==> src/rtl/approx_mult_error_monitor.sv <==
// Error monitor for an approximate 8x8 multiplier: compares each approximate product with the
// exact one and accumulates error distance, error count and the worst-case error over a run.
module approx_mult_error_monitor #(
    parameter int unsigned SAMPLE_CNT = 256,
    parameter int unsigned SUM_W      = 24
) (
    input  logic             clk,
    input  logic             rst,
    input  logic             start,
    output logic             busy,
    input  logic [7:0]       a,
    input  logic [7:0]       b,
    input  logic [15:0]      approx_prod,
    input  logic             in_valid,
    output logic             in_ready,
    output logic [SUM_W-1:0] sum_ed,
    output logic [15:0]      err_count,
    output logic [15:0]      max_ed,
    output logic [7:0]       max_a,
    output logic [7:0]       max_b,
    output logic             res_valid,
    input  logic             res_ready
);

    typedef enum logic [1:0] {
        IDLE  = 2'd0,
        RUN   = 2'd1,
        DRAIN = 2'd2,
        DONE  = 2'd3
    } state_t;

    localparam logic [15:0] LAST_IDX = 16'(SAMPLE_CNT - 1);

    state_t           r_state;
    state_t           w_next;
    logic [15:0]      r_cnt;
    logic             r_s1_valid;
    logic [15:0]      r_s1_exact;
    logic [15:0]      r_s1_approx;
    logic [7:0]       r_s1_a;
    logic [7:0]       r_s1_b;

    logic             w_accept;
    logic             w_clear;
    logic [15:0]      w_exact;
    logic [15:0]      w_ed;
    logic [SUM_W:0]   w_sum_ext;
    logic [SUM_W-1:0] w_sum_next;

    assign w_accept = in_valid & in_ready;
    assign w_exact  = 16'(a) * 16'(b);

    always_comb begin
        w_next  = r_state;
        w_clear = 1'b0;
        case (r_state)
            IDLE: begin
                if (start) begin
                    w_next  = RUN;
                    w_clear = 1'b1;
                end
            end
            RUN: begin
                if (w_accept && (r_cnt == LAST_IDX)) begin
                    w_next = DRAIN;
                end
            end
            DRAIN: w_next = DONE;
            DONE: begin
                if (res_ready) begin
                    w_next = IDLE;
                end
            end
            default: w_next = IDLE;
        endcase
    end

    // Stage 2: error distance and a saturating accumulate (the carry-out selects all-ones).
    always_comb begin
        w_ed       = (r_s1_exact >= r_s1_approx) ? (r_s1_exact - r_s1_approx)
                                                 : (r_s1_approx - r_s1_exact);
        w_sum_ext  = {1'b0, sum_ed} + (SUM_W+1)'(w_ed);
        w_sum_next = w_sum_ext[SUM_W] ? '1 : w_sum_ext[SUM_W-1:0];
    end

    always_ff @(posedge clk or posedge rst) begin
        if (rst) begin
            r_state     <= IDLE;
            busy        <= 1'b0;
            in_ready    <= 1'b0;
            res_valid   <= 1'b0;
            r_cnt       <= '0;
            r_s1_valid  <= 1'b0;
            r_s1_exact  <= '0;
            r_s1_approx <= '0;
            r_s1_a      <= '0;
            r_s1_b      <= '0;
            sum_ed      <= '0;
            err_count   <= '0;
            max_ed      <= '0;
            max_a       <= '0;
            max_b       <= '0;
        end else begin
            r_state    <= w_next;
            // Handshake flags are decoded from the next state so they are pure registers.
            busy       <= (w_next == RUN) || (w_next == DRAIN);
            in_ready   <= (w_next == RUN);
            res_valid  <= (w_next == DONE);
            r_s1_valid <= w_accept;

            if (w_accept) begin
                r_s1_exact  <= w_exact;
                r_s1_approx <= approx_prod;
                r_s1_a      <= a;
                r_s1_b      <= b;
                r_cnt       <= r_cnt + 16'd1;
            end

            if (w_clear) begin
                r_cnt      <= '0;
                r_s1_valid <= 1'b0;
                sum_ed     <= '0;
                err_count  <= '0;
                max_ed     <= '0;
                max_a      <= '0;
                max_b      <= '0;
            end else if (r_s1_valid) begin
                sum_ed    <= w_sum_next;
                err_count <= err_count + 16'(w_ed != 16'd0);
                if (w_ed > max_ed) begin
                    max_ed <= w_ed;
                    max_a  <= r_s1_a;
                    max_b  <= r_s1_b;
                end
            end
        end
    end

endmodule

==> config.mk <==
export PLATFORM = sky130hd
export DESIGN_NAME = approx_mult_error_monitor
export DESIGN_NICKNAME = d
export VERILOG_FILES = /design/src/rtl/approx_mult_error_monitor.sv
export SDC_FILE = /design/constraint.sdc
export NUM_CORES = 1
export LEC_CHECK = 0
export CAP_MARGIN = 20
export CORE_ASPECT_RATIO = 1.5
export CORE_MARGIN = 3
export CORE_UTILIZATION = 30
export DETAILED_ROUTE_END_ITERATION = 7
export GPL_TIMING_DRIVEN = 0
export HOLD_SLACK_MARGIN = 0.06
export PLACE_DENSITY = 0.46
export SETUP_SLACK_MARGIN = 0.3
export SLEW_MARGIN = 20
export SYNTH_ARGS = -nofsm -noshare
export SYNTH_HDL_FRONTEND = slang
export SYNTH_SLANG_ARGS = --single-unit
==> constraint.sdc <==
create_clock -name clk -period 5.1 [get_ports clk]
set_clock_uncertainty 0.2 [all_clocks]
set_input_delay 1.53 -clock clk [delete_from_list [all_inputs] [get_ports clk]]
set_output_delay 1.53 -clock clk [all_outputs]
set_load 0.02 [all_outputs]
==> results of run 1 <==
-- cells in the mapped netlist (all sizes together) (2+ instances only) --
cell / instances / share of area
nand4: 13 / 0.0077
inv: 132 / 0.047
ha: 105 / 0.13
o31ai: 6 / 0.0048
nand3b: 2 / 0.0014
clkbuf: 40 / 0.017
nor3: 12 / 0.0057
nand2b: 11 / 0.0066
xnor2: 27 / 0.023
nand3: 20 / 0.0095
o211ai: 5 / 0.0036
a2111oi: 2 / 0.0017
nor2b: 15 / 0.0096
nor2: 85 / 0.030
dfrtp: 142 / 0.34
fa: 39 / 0.074
a21boi: 2 / 0.0014
o31a: 2 / 0.0017
mux2: 18 / 0.019
buf: 7 / 0.0032
a31oi: 23 / 0.014
and4b: 2 / 0.0019
nand4b: 2 / 0.0017
a21oi: 79 / 0.038
or3: 9 / 0.0054
xor2: 33 / 0.028
mux2i: 11 / 0.010
a21o: 14 / 0.010
and3: 11 / 0.0068
a311oi: 5 / 0.0042
a211oi: 14 / 0.010
nand2: 142 / 0.051
and2: 34 / 0.020
o21ai: 79 / 0.038
o21a: 12 / 0.0086
a311o: 2 / 0.0019
and4: 3 / 0.0025
nor4: 3 / 0.0018
-- per-layer routing --
| layer | vias up | track usage | part of all wire |
|---|---|---|---|
| met5 | - | 0 | 0.00040 |
| met4 | 2 | 0.0666 | 0.033 |
| met3 | 57 | 0.0278 | 0.022 |
| met1 | 4503 | 0.186 | 0.40 |
| li1 | 4456 | - | - |
| met2 | 130 | 0.332 | 0.55 |
-- worst max-delay path, delay by kind of cell (launching register included) --
kind	cells	cell delay [ps]
simple gates	3	710
buf+inv	15	1470
xor+xnor	2	370
flops	1	410
compound gates	5	810
fa+ha+maj	3	710
mux	1	220
-- through the flow --
stage | utilization | instances
6_report | 0.438 | 1887
5_1_grt | 0.438 | 1887
4_1_cts | 0.408 | 1848
3_5_place_dp | 0.361 | 1758
3_3_place_gp | 0.358 | 1753
2_1_floorplan | - | 1182
-- worst min-delay path by stage --
stage | startpoint | to | slack, ps
CTS | r_s1_exact[15] | r_s1_exact[15] | 300
global placement | r_s1_exact[15] | r_s1_exact[15] | 280
floorplan | r_s1_exact[15] | r_s1_exact[15] | 260
detailed placement | r_s1_exact[15] | r_s1_exact[15] | 280
finish | r_s1_exact[15] | r_s1_exact[15] | 300
global route | r_s1_a[7] | r_s1_a[7] | 320
-- registers in the layout, indices dropped and copies added (netlist names) --
name	cells
max_a	8
res_valid	1
err_count	16
r_s1_a	8
r_s1_exact	16
sum_ed	24
r_state	2
max_ed	16
busy	1
r_cnt	16
max_b	8
r_s1_approx	16
r_s1_valid	1
in_ready	1
r_s1_b	8
-- power by group through the flow --
stage | Combinational [W] | Clock (W) | Sequential [W]
after floorplan | 0.00407 | 0 | 0.00208
after global placement | 0.00616 | 0 | 0.00188
after detailed placement | 0.00621 | 0 | 0.00188
after CTS | 0.00755 | 0.00126 | 0.00187
after global routing | 0.00972 | 0.00131 | 0.00193
final | 0.00897 | 0.00123 | 0.00187
-- kinds of logic (layout without fill, tap and decap cells) --
kind of cell,Yosys count,in the layout
xor gates and xnor gates,60,60
AOI/OAI and AO/OA,259,259
DFF,142,142
muxes,29,29
buffers and inverters,179,417
adders and majority gates,144,144
and+or+nand+nor,369,369
-- timing repair --
item	in CTS	in global routing
gates resized for setup	193	154
cloned	3	0
endpoints found under the setup margin	78	69
setup buffers	55	39
pin swaps	53	79
-- area by class of cell --
type | count | area, um^2 | area share
Buffer | 47 | 465 | 0.0309
Clock buffer | 17 | 425 | 0.0282
Clock inverter | 15 | 146 | 0.00972
Inverter | 132 | 502 | 0.0333
Multi-Input combinational cell | 861 | 7350 | 0.488
Sequential cell | 142 | 3550 | 0.236
Tap cell | 467 | 584 | 0.0388
Timing Repair Buffer | 206 | 2040 | 0.135
==> run summary, run 1 <==
most common cell after layout, fill and taps aside = dfrtp_1
vias in the first global route = 9387
Mean Syn Cell Area = 8.89 um^2
Initial DRC Count = 409
power share of the sequential group = 0.155
diode count = 0
number of flops mapped to enable cells by yosys = 0
Net Sw Frac = 0.455
Leak = 6.76 nW
largest family of logic cells by synthesized area = adder cells
Crit. End Element = flop
final hold vios = 0
placer congestion estimate = 0.856
cell count after synthesis = 1182
number of remaining DRC errors = 0
Initial Utilization = 0.306
Compound-Gate Fraction of Synth Area = 0.150
initial antenna violation count = 1
hold_ws = 299 ps
Via-to-Cell Ratio = 4.85
RR Endpoint = sum_ed[7]
HP Class = flop to flop
Synth Cell Area = 10500 um^2
Tmin final = 5070 ps
synthesized flop and latch total = 142
worst slew pin tran = 714 ps
Power Dens Cells = 801 nW/um^2
Root Buffer = clkbuf_16
CORE AREA = 34400 um^2
FF-to-FF Start = r_s1_approx[0]
most frequent cells in the layout = dfrtp_1 (142), nand2_1 (128), inv_1 (112)
Worst EP required = 5200 ps
sw power = 0.00549 W
Async S/R FF share, synth = 1.00
largest net degree at the start of global routing = 31
maximum clock path buffer count = 2
crit path to = sum_ed[7]
combinational power share = 0.743
register area share after synthesis = 0.338
DR WL/cell = 17.4 um
first-pass GRT wire length = 50700 um
total number of vias = 9148
FF-to-FF setup slack = 30 ps
worst skew pair latency = 450 ps
Clk network pwr share = 0.102
CTS tree = done
multiplexer area fraction after synthesis = 0.0298
global-route usage over all layers = 0.172
WL final = 32800 um
DP Area = 12400 um^2
clock slew at reported path FFs = 70 ps
crit path launch = r_s1_approx[0]
Num CTS Buffers = 17
post-route cell area = 15100 um^2
Final period util = 0.994
final setup vio count = 0
slowest CP cell = or4_4
RSZ-0062 raised after global routing = yes
Achievable Freq = 197 MHz
dpl ws = -1350 ps
Max stage delay on crit path = 490 ps
Max-Cap Viols = 0
Synth Area in XOR/XNOR = 0.0500
Crit Path Max Fanout = 6
Peak supply drop = 349 uV
Synth cell types = 67
htree depth = 4
Synth Area in Adders = 0.199
fill count = 3387
total congestion overflow = 0
Crit Path Category = flop to flop
CP arrival = 5170 ps
drt pass-1 iters = 5
Max Slew Vio Count = 0
DP HPWL = 24800 um
area grow syn2layout = 43.4%
Mapped Nets = 1363
TNS Setup = 0 ps
YS warnings = 0
Final #Nets = 1588
Reg2Reg Depth = 29
DIE WIDTH = 159 um
die height = 235 um
# rows = 83
# hold bufs at CTS = 0
die area = 37300 um^2
Int Pwr = 0.00658 W
CTS Sinks = 142
number of port buffers = 104
I/O pin count = 112
final setup margin = 31.0 ps
hold depth = 2
ys flop type = dfrtp_1
total power = 0.0121 W
antenna viol nets, final = 0
Worst slew margin = 0.524
status = complete, no violations
Simple-Gate Fraction of Synth Area = 0.166
Critical Path Start Type = flop
share of layout cells above drive strength 1 = 0.259
(Power assumes the default switching activity.)
==> inputs of run 2 (changes only) <==
ABC_AREA = 1   (was not set)
CORE_ASPECT_RATIO = not set   (was 1.5)
==> run 2 against run 1 <==
Net effect: combinational power is 20% lower; sequential cell count stayed put; global-route usage is 0.14 points lower; core utilization is 5.7 points lower; largest cell class unchanged; critical path depth is 12 lower; first-iteration DRC count is 6.6% higher; non-clock buffer count is 96 lower; final area is 4.1% lower; register-to-register slack better by 540 ps; cell count is 22% higher; clock-buffer cell count is 2 higher; wire length is 4.1% higher.
==> run summary, run 2 <==
worst skew pair latency = 440 ps
cell type with the largest total area after synthesis = dfrtp_1
power share of the sequential group = 0.183
diode count = 0
Initial Utilization = 0.306
CTS Sinks = 142
DIE WIDTH = 202 um
sw power = 0.00536 W
synthesized flop and latch total = 142
cell breakdown of the critical path = clkbuf_16 > nand2_2 > fa_1 > inv_1 > fa_1 > inv_1 > fa_1 > fa_1 > inv_2 > ha_4 > nand2_1 > o21ai_2 > nand4_1 > nand2_1 > nand2_1 > nand3_1 > o21ai_0
CTS tree = done
maximum clock path buffer count = 2
cell repeated most along the worst path = fa_1
share of layout cells above drive strength 1 = 0.0822
Initial DRC Count = 436
Mean Syn Cell Area = 6.99 um^2
number of remaining DRC errors = 0
placer congestion estimate = 0.851
CP Buf/Inv Count = 4
largest net degree at the start of global routing = 27
CP arrival = 4880 ps
most common cell after layout, fill and taps aside = nand2_1
Reg with most FFs = sum_ed
Post-synth top cells = nand2_1 (575), inv_1 (285), dfrtp_1 (142)
status = complete, no violations
YS warnings = 0
Crit Path Max Fanout = 9
die height = 202 um
final setup vio count = 0
Synth area leaders = dfrtp_1 (31%), nand2_1 (19%), ha_1 (11%)
Critical Path Start Type = input pin
most frequent cells in the layout = nand2_1 (562), inv_1 (280), dfrtp_1 (142)
fin cells = 2311
Clk network pwr share = 0.121
hold_ws = 264 ps
Max Slew Vio Count = 0
Tmin final = 4790 ps
M3 GR Usage = 0.0309
final hold vios = 0
Synth cell types = 43
HP Class = flop to flop
initial antenna violation count = 1
vias in the first global route = 10472
Power Dens Cells = 711 nW/um^2
Peak supply drop = 259 uV
slowest CP cell = fa_1
number of port buffers = 95
fill count = 4043
Async S/R FF share, synth = 1.00
Crit. End Element = flop
most frequent cell after synthesis = nand2_1
Mapped Nets = 1835
TNS Setup = 0 ps
htree depth = 4
Int Pwr = 0.00492 W
register area share after synthesis = 0.307
clock slew at reported path FFs = 60 ps
ys flop type = dfrtp_1
drt pass-1 iters = 5
Net Sw Frac = 0.521
Crit Path Category = input pin to flop
met2 Use GR = 0.287
WL final = 34100 um
antenna viol nets, final = 0
RSZ-0062 raised after global routing = yes
total congestion overflow = 0
total number of vias = 10528
flip-flop count of the largest register after layout = 24
die area = 41000 um^2
Leak = 7.68 nW
first-pass GRT wire length = 55800 um
Max stage delay on crit path = 530 ps
M1 GR Usage = 0.226
DP HPWL = 27800 um
Synth Cell Area = 11600 um^2
cell count after synthesis = 1654
Final period util = 0.939
Achievable Freq = 209 MHz
Top Family by Delay on Critical Path = adder cells
worst slew pin tran = 773 ps
Max-Cap Viols = 0
global route hottest layer = met2
DR WL/cell = 14.8 um
Worst EP required = 5190 ps
global-route usage over all layers = 0.170
final core utilization = 0.382
Final #Nets = 1968
number of flops mapped to enable cells by yosys = 0
area grow syn2layout = 24.8%
CORE AREA = 37800 um^2
# rows = 71
Num CTS Buffers = 17
Via-to-Cell Ratio = 4.56
combinational power share = 0.697
Worst slew margin = 0.483
post-synth top area share = 0.307
I/O pin count = 112
Root Buffer = clkbuf_16
Placed Cells = 2265
==> run 2: cell count changes in the layout (fill, tap and decap cells not counted), moves of 20 or more <==
cell / before / now
nand3_1: 17 / 72
ha_1: 79 / 99
nand2_1: 128 / 562
buf_4: 82 / 14
inv_1: 112 / 280
and2_1: 28 / 1
==> run 2: power groups by stage <==
| stage | Combinational [W] | Sequential [W] | Clock [W] |
|---|---|---|---|
| floorplan | 0.00467 | 0.00207 | 0 |
| global placement | 0.00687 | 0.00190 | 0 |
| detailed placement | 0.00694 | 0.00190 | 0 |
| CTS | 0.00701 | 0.00188 | 0.00128 |
| global route | 0.00813 | 0.00194 | 0.00133 |
| finish | 0.00716 | 0.00188 | 0.00124 |
==> run 2: kinds of logic (layout without fill, tap and decap cells) <==
group           after synthesis  after routing  synth area share
simple gates                812            812             0.287
buf+inv                     333            479             0.110
compound gates              196            196            0.0946
fa+ha+maj                   144            144             0.181
flops                       142            142             0.307
xor+xnor                     27             27            0.0204
==> run 2: cell type report <==
class	instances	area, um^2	share of cell area
buffer	43	435	0.0302
inverter	290	1090	0.0758
multi-input combinational	1179	6970	0.482
sequential	142	3550	0.246
tap	511	639	0.0443
clock inverter	13	130	0.00901
timing repair buffer	114	1170	0.0808
clock buffer	19	453	0.0314
==> run 2: worst register-to-register path, delay by kind of cell, from the launching register on <==
| kind | cells | cell delay, ps |
|---|---|---|
| buffers and inverters | 5 | 660 |
| AO/OA/AOI/OAI | 1 | 200 |
| flip-flops | 1 | 350 |
| adder cells (fa/ha/maj) | 3 | 980 |
| AND/OR/NAND/NOR | 17 | 2040 |
==> run 2: path summary, 6_finish.rpt <==
path | startpoint | end | slack, ps | cells after the start
min in group asynchronous | rst | max_ed[6] | 1310 | 2
min reg2reg | r_cnt[15] | r_cnt[15] | 260 | 1
max reg2reg | r_s1_exact[0] | max_b[3] | 570 | 26
max in group asynchronous | rst | max_a[2] | 2240 | 6
max | a[2] | r_s1_exact[14] | 310 | 17
min | r_cnt[15] | r_cnt[15] | 260 | 1
==> run 2: per-layer routing <==
metal,share of wire,up-vias
met4,0.016,2
met1,0.47,4895
met5,0.00035,-
met2,0.48,168
li1,-,5432
met3,0.037,31
==> run 2: repair_timing <==
action / 4_1_cts / 5_1_grt
pin swaps: 9 / 17
endpoints found under the setup margin: 4 / 51
hold buffers: 0 / 0
resized for setup: 9 / 38
endpoints found under the hold margin: 0 / 0
setup buffers: 5 / 9
==> run 2: per-stage QoR <==
stage / setup WS, ps / power (W) / area (um^2)
detailed placement: -268 / 0.00884 / 13600
CTS: 289 / 0.0102 / 14300
global route: 133 / 0.0114 / 14400
finish: 313 / 0.0103 / 14400
floorplan: 27.6 / 0.00674 / 11900
global placement: -260 / 0.00877 / 13500
==> inputs of run 3 (changes only) <==
CORE_UTILIZATION = 41   (was 30)
PLACE_DENSITY = 0.6   (was 0.46)
==> run 3 against run 2 <==
Net effect: first-iteration DRC count increased by 78%; clock-buffer cell count shrank 2; global-route usage grew 4.3 points; critical path depth did not move; maximum frequency decreased by 0.36%; via count up 1.9%; wire length shrank 7.0%; core utilization up 14 points; sequential cell count stayed put; cell count is 5.9% lower; worst setup slack got worse by 17 ps; highest routed layer is now met4.
==> run summary, run 3 (synthesis results as in run 2) <==
status = complete, no violations
Max stage delay on crit path = 550 ps
Final #Nets = 1970
Initial DRC Count = 777
initial antenna violation count = 0
Power Dens Cells = 714 nW/um^2
share of layout cells above drive strength 1 = 0.0844
worst skew pair latency = 440 ps
largest net degree at the start of global routing = 30
Tmin final = 4800 ps
Initial Utilization = 0.423
placer congestion estimate = 0.912
Register Area = 3550 um^2
number of remaining DRC errors = 0
Placed Cells = 2126
CORE AREA = 27300 um^2
diode count = 0
worst slew pin tran = 701 ps
CTS tree = done
Peak supply drop = 334 uV
FF-to-FF setup slack = 630 ps
WL final = 31700 um
DP HPWL = 25400 um
final hold vios = 0
global-route usage over all layers = 0.213
CTS Sinks = 142
Final period util = 0.942
Reg with most FFs = sum_ed
RR Endpoint = sum_ed[13]
vias in the first global route = 10527
Leak = 7.69 nW
crit path to = r_s1_exact[15]
die height = 174 um
Max-Cap Viols = 0
Num CTS Buffers = 17
number of port buffers = 95
Crit Path Category = input pin to flop
most frequent cells in the layout = nand2_1 (561), inv_1 (278), dfrtp_1 (142)
CP arrival = 4940 ps
DR WL/cell = 14.6 um
Worst slew margin = 0.531
Achievable Freq = 208 MHz
maximum clock path buffer count = 2
Worst EP required = 5240 ps
area grow syn2layout = 23.7%
first-pass GRT wire length = 53200 um
crit path launch = a[6]
I/O pin count = 112
Max Slew Vio Count = 0
HP Class = flop to flop
FF-to-FF Start = r_s1_exact[0]
Root Buffer = clkbuf_16
cell repeated most along the worst path = fa_1
# hold bufs at CTS = 0
htree depth = 4
Crit. End Element = flop
total congestion overflow = 0
total number of vias = 10725
footprint of the multi-input gates = 6970 um^2
Reg2Reg Depth = 27
fill count = 2652
drt pass-1 iters = 7
Crit Path Max Fanout = 5
most common cell after layout, fill and taps aside = nand2_1
Via-to-Cell Ratio = 4.93
RSZ-0062 raised after global routing = yes
clock slew at reported path FFs = 80 ps
final setup vio count = 0
antenna viol nets, final = 0
fin cells = 2174
slowest CP cell = fa_1
cell breakdown of the critical path = clkbuf_16 > nand2_4 > fa_1 > inv_2 > fa_1 > inv_1 > fa_1 > inv_1 > fa_1 > ha_4 > a21oi_4 > o21ai_2 > a21oi_2 > o21ai_2 > nand2_1 > inv_1 > o31ai_1
die area = 30300 um^2
flip-flop count of the largest register after layout = 24
Hold Path Origin = max_a[0]
# rows = 60
DIE WIDTH = 174 um
Critical Path Start Type = input pin
hold_ws = 275 ps
-- run 3: power by group --
part	internal (W)	switching [W]	leakage [nW]	total (W)
clock	0.000657	0.000596	0.284	0.00125
sequential	0.00153	0.000340	1.75	0.00187
combinational	0.00268	0.00441	5.66	0.00709
-- run 3: timing repair --
action                                  4_1_cts  5_1_grt
endpoints found under the setup margin        4       48
setup buffers                                 6        9
cloned                                        1        0
pin swaps                                     2       17
gates resized for setup                       9       34
-- run 3: through the flow --
stage | util | worst slack [ps] | setup TNS (ps) | power [W] | cell area [um^2]
CTS | 0.518 | 271 | 0 | 0.0100 | 14100
global placement | 0.488 | -230 | -851 | 0.00861 | 13300
detailed placement | 0.492 | -272 | -1150 | 0.00871 | 13400
finish | 0.524 | 296 | 0 | 0.0102 | 14300
floorplan | - | 27.6 | 0 | 0.00674 | 11900
global route | 0.524 | 168 | 0 | 0.0113 | 14300
-- run 3: worst min-delay path by stage --
stage           endpoint  cells past startpoint
6_report        max_a[0]                      2
5_1_grt         max_a[0]                      2
4_1_cts         max_b[3]                      2
3_5_place_dp    max_a[0]                      2
3_3_place_gp   r_cnt[15]                      1
2_1_floorplan  r_cnt[15]                      1
-- run 3: area by class of cell --
cell class                 count  share of cell area
clock inverter                15              0.0115
sequential                   142               0.248
tap                          372              0.0325
buffer                        43              0.0304
timing repair buffer         116              0.0842
inverter                     290              0.0763
multi-input combinational   1179               0.487
clock buffer                  17              0.0297
-- run 3: critical path, delay by kind of cell --
family                     cells  cell delay (ps)
AOI/OAI and AO/OA              5              710
and+or+nand+nor                2              110
buffers and inverters          5              290
adders and majority gates      5             2300
-- run 3: per-layer routing --
layer,wire length [um],part of all wire,track usage,vias up
met2,15000,0.47,0.356,212
met1,14900,0.47,0.293,5046
met5,0,0,0,-
li1,-,-,-,5434
met3,1340,0.042,0.0332,33
met4,454,0.014,0.0473,0
==> patch 1, RTL diff (settings of run 2) <==
Encoding of `state_t`: now one-hot (4 bits for 4 states).
--- a/src/rtl/approx_mult_error_monitor.sv
+++ b/src/rtl/approx_mult_error_monitor.sv
@@ -22,11 +22,11 @@
     input  logic             res_ready
 );
 
-    typedef enum logic [1:0] {
-        IDLE  = 2'd0,
-        RUN   = 2'd1,
-        DRAIN = 2'd2,
-        DONE  = 2'd3
+    typedef enum logic [3:0] {
+        IDLE  = 4'b0001,
+        RUN   = 4'b0010,
+        DRAIN = 4'b0100,
+        DONE  = 4'b1000
     } state_t;
 
     localparam logic [15:0] LAST_IDX = 16'(SAMPLE_CNT - 1);
Function: no difference found for any inputs over 4 cycles, from zero or initial values and one cycle with rst high; so few cycles prove little.
==> patch 1 against run 2 <==
Wire length is 1.1% lower; fmax is 1.7% lower; die area is 1.3% higher; power is 7.1% higher; cell area is 1.5% higher; core utilization is 0.31 points higher; worst setup slack worse by 0.083 ns; largest cell class unchanged; sequential cell count is 2 higher; area after synthesis is 1.4% higher.
==> patch 1: results (changes against run 2) <==
Synth
  – Synth cell types: 50 (+16%)
  – Register area share after synthesis: 30.74% (about the same)
  – Synth top cells by count: nand2_1 (582), inv_1 (301), dfrtp_1 (143), ha_1 (103), o21ai_0 (96)
  – Synth top area cells: dfrtp_1 (31%), nand2_1 (19%), ha_1 (11%)
  – Adder-Cell Fraction of Synth Area: 17.65% (-0.45 points)
  – Synth Area in XOR/XNOR: 2.166% (+0.12 points)

Setup path
  – Critical Path Max Stage Delay: 0.56 ns (+0.03 ns)
  – Setup crit end: r_s1_exact[13]
  – Reg2reg start: r_s1_exact[10]
  – CP arrival: 5.03 ns (+0.15 ns)
  – Reg2reg end: max_ed[1]
  – Crit-path max FO: 6 (-3)
  – R2R setup slack: 0.69 ns (+0.12 ns)
  – Worst Setup SP: b[2]

Cells and area
  – Fraction of area in multi-input gates: 47.43% (-0.81 points)
  – Bufs w/o clock: 173 (+10%)
  – Nonclk inv count: 305 (+5.2%)
  – Multi-Input Combinational: 1177 (-0.17%)
  – Fillers: 4006 (-0.92%)
  – Clock-cell share: 3.772% (-0.27 points)
  – NonClk Buf Share: 11.98% (+0.88 points)

GRT
  – Global-route wire length before repair: 55.18 mm (-1.1%)
  – Largest net degree at the start of global routing: 30 (+11%)
  – GRT Overall Usage: 16.52% (-0.53 points)

Hold path
  – Hold EP: max_b[0]
  – Hold path start: max_b[0]

Outcome
  – Status: complete, no violations

Power
  – Leak pwr: 7.722 nW (+0.53%)
  – Worst vdd ir: 0.2594 mV (about the same)

Drt
  – Routed len/inst: 14.41 um (-2.4%)
  – DR iter-0 viols: 400 (-8.3%)

Placement
  – Final HPWL DP: 26.93 mm (-3.3%)
patch 1: routing by layer:
layer	GRT usage (%)	vias to the layer above	wire length [um]
met3	2.235	32	1043
met1	21.52	5021	15770
met2	29.20	157	16510
met4	3.687	0	420
met5	0	-	0
li1	-	5488	-
patch 1: stage by stage:
stage	std cells	area (um2)	setup slack (ns)	hold slack, ns
after floorplan	1675	12040	-0.04393	0.2492
after global placement	2281	13630	-0.3585	0.2589
after detailed placement	2286	13740	-0.4174	0.2618
after CTS	2333	14490	0.1284	0.2789
after global routing	2341	14660	0.08538	0.2931
final	2341	14660	0.2303	0.2703
patch 1: power by group:
group          total, mW  internal [mW]  switching, mW
registers           1.75           1.50          0.255
logic               8.02           2.98           5.03
clock network       1.23          0.637          0.594
patch 1: what timing repair did:
item / 4_1_cts / 5_1_grt
setup endpoints to repair: 26 / 49
gates resized for setup: 19 / 37
hold buffers: 0 / 0
setup buffers: 16 / 8
pin swaps: 11 / 19
==> patch 2, RTL diff (flow settings as in run 2) <==
Without the edit above. `SUM_W`: 24 -> 48.
--- a/src/rtl/approx_mult_error_monitor.sv
+++ b/src/rtl/approx_mult_error_monitor.sv
@@ -2,7 +2,7 @@
 // exact one and accumulates error distance, error count and the worst-case error over a run.
 module approx_mult_error_monitor #(
     parameter int unsigned SAMPLE_CNT = 256,
-    parameter int unsigned SUM_W      = 24
+    parameter int unsigned SUM_W      = 48
 ) (
     input  logic             clk,
     input  logic             rst,
Interface: changed (resized sum_ed); port bits go from 112 to 136. The function was not compared with the original's and may differ.
==> patch 2 against run 2 <==
Worst setup slack better by 0.025 ns; combinational power is 7.5% higher; die area is 18% higher; cell area is 18% higher; sequential cell count is 24 higher; synthesized cell count is 23% higher; power is 6.3% higher; wire length is 33% higher; area after synthesis is 19% higher; critical endpoint is now r_s1_exact[13]; highest routed layer is now met4.
==> patch 2: results (changes against run 2) <==
Outcome
  – Status: complete, no violations

Cells and area
  – Largest register FFs: 48 (+100%)
  – Final net count: 2369 (+20%)
  – Fin cells: 2793 (+21%)
  – Share of cells above drive strength 1: 8.360% (+0.14 points)

Placement
  – Placed insts: 2749 (+21%)
  – Final HPWL DP: 36.92 mm (+33%)
  – Placed Instance Area: 0.01608 mm2 (+18%)
  – DP Worst Slack: -0.2852 ns (-0.01738 ns)
  – Buffers added on ports: 119 (+25%)
  – Placer Congestion: 0.8833 (+3.8%)

Setup path
  – Cells on worst reg2reg path: 25 (-3.8%)
  – Reg2reg end: sum_ed[22]
  – Setup crit end: r_s1_exact[13]
  – R2R setup slack: 0.65 ns (+0.08 ns)
  – CP arrival: 4.89 ns (about the same)
  – Crit-path slowest cell: fa_2
  – Worst Setup SP: b[2]
  – Crit-path max FO: 5 (-4)
  – Critical Path Max Stage Delay: 0.55 ns (+0.02 ns)

Synth
  – Synthesized net count: 2212 (+21%)
  – Synth cell types: 51 (+19%)
  – Synth top cells by count: nand2_1 (709), inv_1 (308), dfrtp_1 (166), nand3_1 (156), nor2_1 (122)
  – Top_reg_cell synth: dfrtp_1
  – Register area share after synthesis: 30.23% (-0.49 points)
  – Post-Synthesis Cells: 2032 (+23%)

Clock tree
  – Root buffer cell: clkbuf_16
  – Skew-Pair Late Insertion Delay: 0.47 ns (+0.03 ns)

Drt
  – DR iter-0 viols: 809 (+86%)
  – Drt via density: 4.743 (+4.1%)
  – First-pass DRT Iterations: 5 (unchanged)
  – DRT Wirelength: 45.33 mm (+33%)

GRT
  – Initial antenna violation count: 0 (-1)
  – Global-route wire length before repair: 72.10 mm (+29%)
  – GRT Overall Usage: 19.28% (+2.2 points)
  – Largest net degree at the start of global routing: 33 (+22%)
  – Vias in the first global route: 12940 (+24%)

STA
  – Hold_ws: 0.2684 ns (+0.004856 ns)
  – Relative slew slack: 53.93% (+5.6 points)
  – Period utilisation layout: 93.37% (-0.49 points)

Power
  – Worst vdd ir: 0.3607 mV (+39%)
  – Leak pwr: 8.769 nW (+14%)

Hold path
  – Hold EP: max_a[6]
  – Hold path depth: 2 (+1)
  – Hold path start: r_s1_a[6]
## patch 2: cell count changes in the layout (fill, tap and decap cells not counted), sizes merged, moves of 17 or more
cell,run 2,this run
clkdlybuf4s50,95,119
nor2,101,126
nand3,76,159
o21ai,74,119
inv,294,336
nor3,15,32
dfrtp,142,166
nand2,586,717
## patch 2: metal layers
| metal | up-vias | wire (um) | global-route usage [%] |
|---|---|---|---|
| met5 | - | 0 | 0 |
| met4 | 0 | 835 | 5.194 |
| met3 | 44 | 1831 | 2.454 |
| met2 | 270 | 19990 | 30.37 |
| met1 | 6236 | 22680 | 27.83 |
| li1 | 6696 | - | - |
## patch 2: worst max-delay path, delay by kind of cell
kind	cells	cell delay (ns)
AOI/OAI and AO/OA	4	0.36
adders and majority gates	5	2.22
buffers and inverters	3	0.32
and+or+nand+nor	4	0.44
## patch 2: cell type report
| cell class | instances | area, um2 |
|---|---|---|
| fillers | 4812 | 27730 |
| inverters | 333 | 1254 |
| multi-input cells | 1478 | 8352 |
| plain buffers | 55 | 462.9 |
| well taps | 592 | 740.7 |
| clock inverters | 12 | 112.6 |
| repair buffers | 138 | 1444 |
| flip-flops and latches | 166 | 4154 |
| clock buffers | 19 | 452.9 |
## patch 2: cell families after synthesis
family	synth area share, %
buffers and inverters	10.89
adder cells (fa/ha/maj)	15.15
flip-flops	30.23
XOR/XNOR	1.785
AND/OR/NAND/NOR	33.11
AO/OA/AOI/OAI	8.841
## patch 2: repair_timing
item	in CTS	in global routing
endpoints found under the setup margin	29	89
gates resized for setup	12	57
setup buffers	9	4
pin swaps	9	12
hold buffers	0	0
## patch 2: where the power goes
part           internal (mW)  leakage (nW)  total [mW]  switching, mW
clock network          0.663         0.272        1.29          0.624
registers               1.64          2.14        1.93          0.290
logic                   2.77          6.36        7.70           4.92
